File: config.mk
export PLATFORM = sky130hd
export DESIGN_NAME = alu_result_buffer_flat
export DESIGN_NICKNAME = d
export VERILOG_FILES = /design/src/rtl/alu_pkg.sv /design/src/rtl/alu_result_buffer_if.sv /design/src/rtl/alu_flag_gen.sv /design/src/rtl/alu_result_buffer.sv /design/src/flat_wrapper.sv
export SDC_FILE = /design/constraint.sdc
export NUM_CORES = 1
export LEC_CHECK = 0
export ABC_AREA = 1
export BUFFER_PORTS_ARGS = -buffer_cell sky130_fd_sc_hd__buf_2
export CAP_MARGIN = 20
export CORE_UTILIZATION = 50
export DETAILED_ROUTE_END_ITERATION = 16
export HOLD_SLACK_MARGIN = 0.12
export PLACE_DENSITY = 0.74
export SLEW_MARGIN = 15
export SYNTH_ARGS = -nofsm -noshare
export SYNTH_HDL_FRONTEND = slang
export SYNTH_SLANG_ARGS = --single-unit
File: constraint.sdc
create_clock -name clk -period 5.7 [get_ports clk]
set_input_delay 0.285 -clock clk [delete_from_list [all_inputs] [get_ports clk]]
set_output_delay 0.285 -clock clk [all_outputs]
set_load 0.005 [all_outputs]
File: src/rtl/alu_pkg.sv
// ---------------------------------------------------------------------------
// alu_pkg
// Shared definitions for the execute-stage ALU slice: default datapath
// width, opcode tags carried alongside results, and the flag bundle that
// the flag generator produces and the result buffer stores.
// ---------------------------------------------------------------------------
package alu_pkg;

    // Default datapath width of the logic units and the adder.
    localparam int ALU_WIDTH = 32;

    // Width of the opcode tag travelling with each result.
    localparam int ALU_OPW = 3;

    // Opcode tags of the producing operation.
    typedef enum logic [ALU_OPW-1:0] {
        OP_AND = 3'd0,
        OP_OR  = 3'd1,
        OP_XOR = 3'd2,
        OP_ADD = 3'd3,
        OP_SUB = 3'd4,
        OP_NOP = 3'd7
    } alu_op_e;

    // Condition flags derived from a result word.
    typedef struct packed {
        logic zero;    // word == 0
        logic sign;    // most significant bit of the word
        logic parity;  // 1 when the word holds an odd number of ones
    } alu_flags_t;

    // All-clear flag bundle, used whenever no valid result is presented.
    localparam alu_flags_t ALU_FLAGS_NONE = '{zero: 1'b0, sign: 1'b0, parity: 1'b0};

endpackage : alu_pkg

File: src/rtl/alu_result_buffer_if.sv
// ---------------------------------------------------------------------------
// alu_result_buffer_if
// Handshake bundle around the ALU result buffer.
//   in_*  : upstream ALU -> buffer (valid/ready, result word, opcode tag)
//   out_* : buffer -> writeback (valid/ready, head result, tag, flags)
// Modports:
//   slave  : the buffer itself (consumes in_*, produces out_*)
//   master : the surrounding pipeline (produces in_*, consumes out_*)
// ---------------------------------------------------------------------------
interface alu_result_buffer_if #(
    parameter int WIDTH = 32,
    parameter int OPW   = 3
);

    logic             in_valid;
    logic             in_ready;
    logic [WIDTH-1:0] in_result;
    logic [OPW-1:0]   in_op;

    logic             out_valid;
    logic             out_ready;
    logic [WIDTH-1:0] out_result;
    logic [OPW-1:0]   out_op;
    logic             out_zero;
    logic             out_sign;
    logic             out_parity;

    modport slave (
        input  in_valid,
        output in_ready,
        input  in_result,
        input  in_op,
        output out_valid,
        input  out_ready,
        output out_result,
        output out_op,
        output out_zero,
        output out_sign,
        output out_parity
    );

    modport master (
        output in_valid,
        input  in_ready,
        output in_result,
        output in_op,
        input  out_valid,
        output out_ready,
        input  out_result,
        input  out_op,
        input  out_zero,
        input  out_sign,
        input  out_parity
    );

endinterface : alu_result_buffer_if

File: src/rtl/alu_flag_gen.sv
// ---------------------------------------------------------------------------
// alu_flag_gen
// Purely combinational zero/sign/parity generator for one WIDTH-bit word.
// Shared between the result buffer and the branch unit.
// Ports:
//   word  : input  WIDTH  word to classify
//   flags : output        {zero, sign, parity} of word
// ---------------------------------------------------------------------------
module alu_flag_gen
    import alu_pkg::*;
#(
    parameter int WIDTH = ALU_WIDTH
) (
    input  logic [WIDTH-1:0] word,
    output alu_flags_t       flags
);

    always_comb begin
        flags        = ALU_FLAGS_NONE;
        flags.zero   = (word == '0);
        flags.sign   = word[WIDTH-1];
        // XOR reduction: set when an odd number of bits are one.
        flags.parity = ^word;
    end

endmodule : alu_flag_gen

File: src/rtl/alu_result_buffer.sv
// ---------------------------------------------------------------------------
// alu_result_buffer
// Execute-stage output FIFO between the ALU and writeback. Captures one
// result per cycle together with its opcode tag and the flags computed at
// capture time, and presents the oldest entry to writeback under a
// valid/ready handshake, so writeback stalls do not stall the ALU.
// Ports:
//   clk          : input         clock, all state changes on the rising edge
//   rst          : input         synchronous active-high reset
//   bus          : slave modport in_valid/in_ready/in_result/in_op and
//                                out_valid/out_ready/out_result/out_op/
//                                out_zero/out_sign/out_parity
//   result_count : output CNTW   results dequeued since reset (wraps)
// ---------------------------------------------------------------------------
module alu_result_buffer
    import alu_pkg::*;
#(
    parameter int WIDTH = ALU_WIDTH,
    parameter int DEPTH = 2,
    parameter int OPW   = ALU_OPW,
    parameter int CNTW  = 16
) (
    input  logic                clk,
    input  logic                rst,
    alu_result_buffer_if.slave  bus,
    output logic [CNTW-1:0]     result_count
);

    localparam int PTRW = (DEPTH > 1) ? $clog2(DEPTH) : 1;
    localparam int OCCW = $clog2(DEPTH + 1);
    localparam logic [OCCW-1:0] OCC_FULL = OCCW'(DEPTH);

    // Control state (reset)
    logic [PTRW-1:0] wr_ptr;
    logic [PTRW-1:0] rd_ptr;
    logic [OCCW-1:0] occupancy;

    // Entry storage (never reset; occupancy alone decides what is live)
    logic [WIDTH-1:0] mem_result [DEPTH];
    logic [OPW-1:0]   mem_op     [DEPTH];
    alu_flags_t       mem_flags  [DEPTH];

    alu_flags_t in_flags;
    logic       full;
    logic       empty;
    logic       enq;
    logic       deq;

    alu_flag_gen #(
        .WIDTH (WIDTH)
    ) u_flag_gen (
        .word  (bus.in_result),
        .flags (in_flags)
    );

    assign full  = (occupancy == OCC_FULL);
    assign empty = (occupancy == '0);

    // Acceptance depends only on registered occupancy: a full buffer
    // refuses input even while writeback drains it in the same cycle.
    assign enq = bus.in_valid && !full;
    assign deq = !empty && bus.out_ready;

    // ---- capture stage: pointers, occupancy, completed-result counter ----
    always_ff @(posedge clk) begin
        if (rst) begin
            wr_ptr       <= '0;
            rd_ptr       <= '0;
            occupancy    <= '0;
            result_count <= '0;
        end else begin
            if (enq) begin
                wr_ptr <= wr_ptr + PTRW'(1);
            end
            if (deq) begin
                rd_ptr       <= rd_ptr + PTRW'(1);
                result_count <= result_count + CNTW'(1);
            end
            case ({enq, deq})
                2'b10:   occupancy <= occupancy + OCCW'(1);
                2'b01:   occupancy <= occupancy - OCCW'(1);
                default: occupancy <= occupancy;
            endcase
        end
    end

    // A write coincident with reset lands in storage but is never exposed,
    // because occupancy returns to zero on the same edge.
    always_ff @(posedge clk) begin
        if (enq) begin
            mem_result[wr_ptr] <= bus.in_result;
            mem_op[wr_ptr]     <= bus.in_op;
            mem_flags[wr_ptr]  <= in_flags;
        end
    end

    // ---- presentation stage: head entry, zeroed while empty ----
    always_comb begin
        bus.in_ready   = !full;
        bus.out_valid  = !empty;
        bus.out_result = '0;
        bus.out_op     = '0;
        bus.out_zero   = 1'b0;
        bus.out_sign   = 1'b0;
        bus.out_parity = 1'b0;
        if (!empty) begin
            bus.out_result = mem_result[rd_ptr];
            bus.out_op     = mem_op[rd_ptr];
            bus.out_zero   = mem_flags[rd_ptr].zero;
            bus.out_sign   = mem_flags[rd_ptr].sign;
            bus.out_parity = mem_flags[rd_ptr].parity;
        end
    end

    // Occupancy can never leave 0..DEPTH.
    assert property (@(posedge clk) occupancy <= OCC_FULL);

    // A stalled head entry holds still until writeback takes it.
    assert property (@(posedge clk) disable iff (rst)
        (bus.out_valid && !bus.out_ready) |=> $stable(bus.out_result) && $stable(bus.out_op));

endmodule : alu_result_buffer

File: src/flat_wrapper.sv
// flat-port wrapper written by rule: the top's interface ports become plain ports
module alu_result_buffer_flat import alu_pkg::*;
#(
    parameter int WIDTH = ALU_WIDTH,
    parameter int DEPTH = 2,
    parameter int OPW   = ALU_OPW,
    parameter int CNTW  = 16
)
  (clk, rst, result_count, bus_in_valid, bus_in_ready, bus_in_result, bus_in_op, bus_out_valid, bus_out_ready, bus_out_result, bus_out_op, bus_out_zero, bus_out_sign, bus_out_parity);
  alu_result_buffer_if #(.WIDTH(WIDTH), .OPW(OPW)) bus_i ();
  input  logic clk;
  input  logic rst;
  output logic [CNTW-1:0] result_count;
  input wire logic [$bits(bus_i.in_valid)-1:0] bus_in_valid;
  output wire logic [$bits(bus_i.in_ready)-1:0] bus_in_ready;
  input wire logic [$bits(bus_i.in_result)-1:0] bus_in_result;
  input wire logic [$bits(bus_i.in_op)-1:0] bus_in_op;
  output wire logic [$bits(bus_i.out_valid)-1:0] bus_out_valid;
  input wire logic [$bits(bus_i.out_ready)-1:0] bus_out_ready;
  output wire logic [$bits(bus_i.out_result)-1:0] bus_out_result;
  output wire logic [$bits(bus_i.out_op)-1:0] bus_out_op;
  output wire logic [$bits(bus_i.out_zero)-1:0] bus_out_zero;
  output wire logic [$bits(bus_i.out_sign)-1:0] bus_out_sign;
  output wire logic [$bits(bus_i.out_parity)-1:0] bus_out_parity;
  assign bus_i.in_valid = bus_in_valid;
  assign bus_in_ready = bus_i.in_ready;
  assign bus_i.in_result = bus_in_result;
  assign bus_i.in_op = bus_in_op;
  assign bus_out_valid = bus_i.out_valid;
  assign bus_i.out_ready = bus_out_ready;
  assign bus_out_result = bus_i.out_result;
  assign bus_out_op = bus_i.out_op;
  assign bus_out_zero = bus_i.out_zero;
  assign bus_out_sign = bus_i.out_sign;
  assign bus_out_parity = bus_i.out_parity;
  alu_result_buffer #(.WIDTH(WIDTH), .DEPTH(DEPTH), .OPW(OPW), .CNTW(CNTW)) u_core (.clk(clk), .rst(rst), .bus(bus_i), .result_count(result_count));
endmodule
==> impl_results.md <==
* Status: completed
* PD cells at 341 mW/mm^2
* Sum of negative setup slack at 0 ns
* Iteration count of the initial detailed-routing pass at 4
* Worst Min Path Start: bus_in_result[16]
* Number of warnings reported in the yosys synthesis log at 0
* Clock slew at reported path FFs at 0.09 ns
* Die height at 97.0 um
* Post-synth EDFFs at between 70 and 80
* Leading cell types by count after synthesis: 151 x nand2_1, 74 x edfxtp_1, 66 x inv_1
* Post-synthesis sequential element count at 95
* Syn Area/Cell at 9.39 sq um
* ANT nets after route at 0
* Proportion of register bits with asynchronous set or reset after synthesis at 0
* Clock tree from TritonCTS: built
* Period minus WS final at 2.25 ns
* Number of inserted filler cells in the final layout at 725
* Largest net degree at the start of global routing at 40
* First-pass GRT wire length at 15000 um
* Synth area leader: edfxtp_1
* Mapped Nets at 538
* Netlist area before placement at 0.00452 sq mm
* Routability congestion estimate from global placement at a little under 0.8
* Initial core utilization at 0.518
* Via-per-instance ratio at roughly 5.0
* Vias in the first global route at 3336
* Number of top-level pins at 95
* Slack of the worst reg-to-reg path at 3.45 ns
* Gate Count Post-Synth at 481
* Synthesis-to-layout area growth at 21.7%
* Diodes inserted at 0
* Dpl cells at between 600 and 700
* Vias at ~3500
* Number of buffer and inverter stages on the critical path at 0
* Fraction of the core area covered by cells at the end of the flow at 0.630
* List of cells traversed by the critical path: nor2_4 -> nor2_8 -> ha_1 -> a21oi_1 -> o21ai_0 -> o21ai_0 -> a21oi_1
* Area share of the leading cell type in the synthesized netlist at 0.492
* Slew at the pin closest to its max-slew limit at 1.03 ns
* Worst R2R End: u_core.occupancy[1]
* Type of the worst setup path: reg -> reg
* Gates resized, CTS repair at 0
* Cells on worst reg2reg path at 7
* Crit path max-delay cell type: nor2_4
* Final Cycle Share at 0.394
* Crit path largest cell delay at 0.80 ns
* Placed wire-length estimate at 6160 um
* Share of cells above drive strength 1 at 0.219
* Die Footprint at 0.00942 sq mm
* Unrepaired setup endpoints after global routing: false
* # H-tree levels at 3
* Pleak at between 0.002 and 0.003 uW
* Post-synth top flop: edfxtp_1
* Startpoint types: register
* Cell area after layout at about 0.0055 sq mm
* CORE AREA at ~0.0087 sq mm
* CTS Buf Count at 9
* Worst-Skew Late Latency at 0.36 ns
* Worst Setup End Kind: register
* Arrival time reported for the critical path endpoint at 2.50 ns
* Launching point of the worst reg2reg path: u_core.occupancy[1]
* Distinct cell type count of the synthesized netlist at 25
* Critical path peak fanout at 39
* Die Width at 97.0 um
* WHS at roughly 0.13 ns
* IO buf count at 94
* Post-route DRC violation count at 0
* Register area share after synthesis at 0.585
* Cell with the most instances after synthesis: nand2_1
* DRC violation total after the first TritonRoute iteration at 116
* Hold worst-path end: u_core.mem_result[1][16]
* Path length in cells of the critical path at 7
* Worst hold path depth at 1
* Global route total overflow at 0
* Final net count at between 600 and 700
* Type of the worst min-delay path: in -> reg
* Clock sink count at 95
* Antenna violations before repair at 0
* Post-Layout Cell Count at 702
* Worst path required time at 5.95 ns
* Average wire per cell in the routed design at 13.3 um
* Layout Skew at 0.00666 ns
* Fin. Hold Viols at 0
* Tot GR Track Use at 0.202
* Main area contributors after synthesis: edfxtp_1 49%, nand2_1 13%, dfxtp_1 9.3%
* Maximum Capacitance Violations at 0
* Maximum achievable frequency at 0.445 GHz
* Number of placement rows at 34
* Cell at the root of the clock tree: clkbuf_8
* Placed instance area at 0.00507 sq mm
* Count of final max-slew check failures at 0
* # setup viols final at 0
* Total routed wirelength at 9330 um
* Top Family by Delay on Critical Path: simple AND/OR/NAND/NOR gates
* Max clock buf depth at 2
* Worst ir drop on vdd at 167 uV
* Worst slew margin relative to its limit at 0.313
## cell families after synthesis
logic type,share of synthesized area
AO/OA/AOI/OAI,0.0720
XOR/XNOR,0.0213
adder cells (fa/ha/maj),0.0499
buffers and inverters,0.0734
flip-flops,0.585
AND/OR/NAND/NOR,0.198
## repair_timing
item	CTS	global route
hold buffers	7	8
buffers inserted	0	0
endpoints found under the hold margin	14	14
## worst max path at each step
stage | to | start | slack [ns]
6_report | u_core.occupancy[1] | u_core.occupancy[1] | 3.45
5_1_grt | bus_out_result[1] | register | 3.25
4_1_cts | u_core.occupancy[1] | u_core.occupancy[1] | 3.43
3_5_place_dp | u_core.occupancy[1] | u_core.occupancy[1] | 3.44
3_3_place_gp | u_core.occupancy[1] | u_core.occupancy[1] | 3.53
2_1_floorplan | u_core.mem_flags[1][0] | u_core.occupancy[0] | 3.01
## registers in the layout (all words and copies together), names as in the netlist, named ones only
name and cells:
u_core.occupancy 2, u_core.mem_op 6, u_core.wr_ptr 1, u_core.mem_result 62, u_core.mem_flags 6, u_core.rd_ptr 1, u_core.result_count 16
## per-stage QoR
step / setup slack (ns) / power [uW]
3_3_place_gp: 3.53 / 1340
4_1_cts: 3.43 / 1870
5_1_grt: 3.25 / 1980
3_5_place_dp: 3.44 / 1360
6_report: 3.45 / 1870
2_1_floorplan: 3.01 / 1180
## worst reg2reg max path, delay by kind of cell (launching register included)
| kind | cells | cell delay, ns |
|---|---|---|
| AOI/OAI and AO/OA | 4 | 0.46 |
| adders and majority gates | 1 | 0.38 |
| DFF | 1 | 0.36 |
| and+or+nand+nor | 2 | 0.93 |
## metal layers
layer	GRT usage	routed length, um	vias up
met5	0	0	-
met4	0.0620	95	0
met3	0.0527	449	9
met2	0.361	4690	89
met1	0.238	4100	1612
li1	-	-	1775
## power breakdown
| part | leakage [uW] | total [uW] | internal, uW | switching (uW) |
|---|---|---|---|---|
| Sequential | 0.000863 | 856 | 829 | 27.0 |
| Combinational | 0.00155 | 498 | 184 | 314 |
| Clock | 0.000110 | 521 | 290 | 231 |
## layout by cell type, fill, tap and decap left out
cell,n
a21oi_1,52
buf_12,2
buf_2,94
buf_4,1
bufinv_16,3
clkbuf_1,1
clkbuf_8,9
clkinv_1,1
clkinvlp_4,2
dfxtp_1,21
dlygate4sd3_1,15
edfxtp_1,74
ha_1,18
inv_1,66
inv_2,2
nand2_1,151
nand2_2,3
nand3_1,8
nand3_2,2
nand4_1,6
nor2_1,23
nor2_2,5
nor2_4,5
nor2_8,1
nor3_1,3
nor3b_2,1
nor4_1,1
o21ai_0,7
o21ai_1,6
xnor2_1,5
xor2_1,6
## cell type report
| class | count | area, sq um | share of cell area |
|---|---|---|---|
| Clock buffer | 10 | 128 | 0.0232 |
| Clock inverter | 6 | 109 | 0.0198 |
| Inverter | 68 | 255 | 0.0464 |
| Multi-Input combinational cell | 303 | 1560 | 0.283 |
| Sequential cell | 95 | 2640 | 0.481 |
| Tap cell | 108 | 135 | 0.0246 |
| Timing Repair Buffer | 112 | 668 | 0.122 |
(Power assumes the default switching activity.)
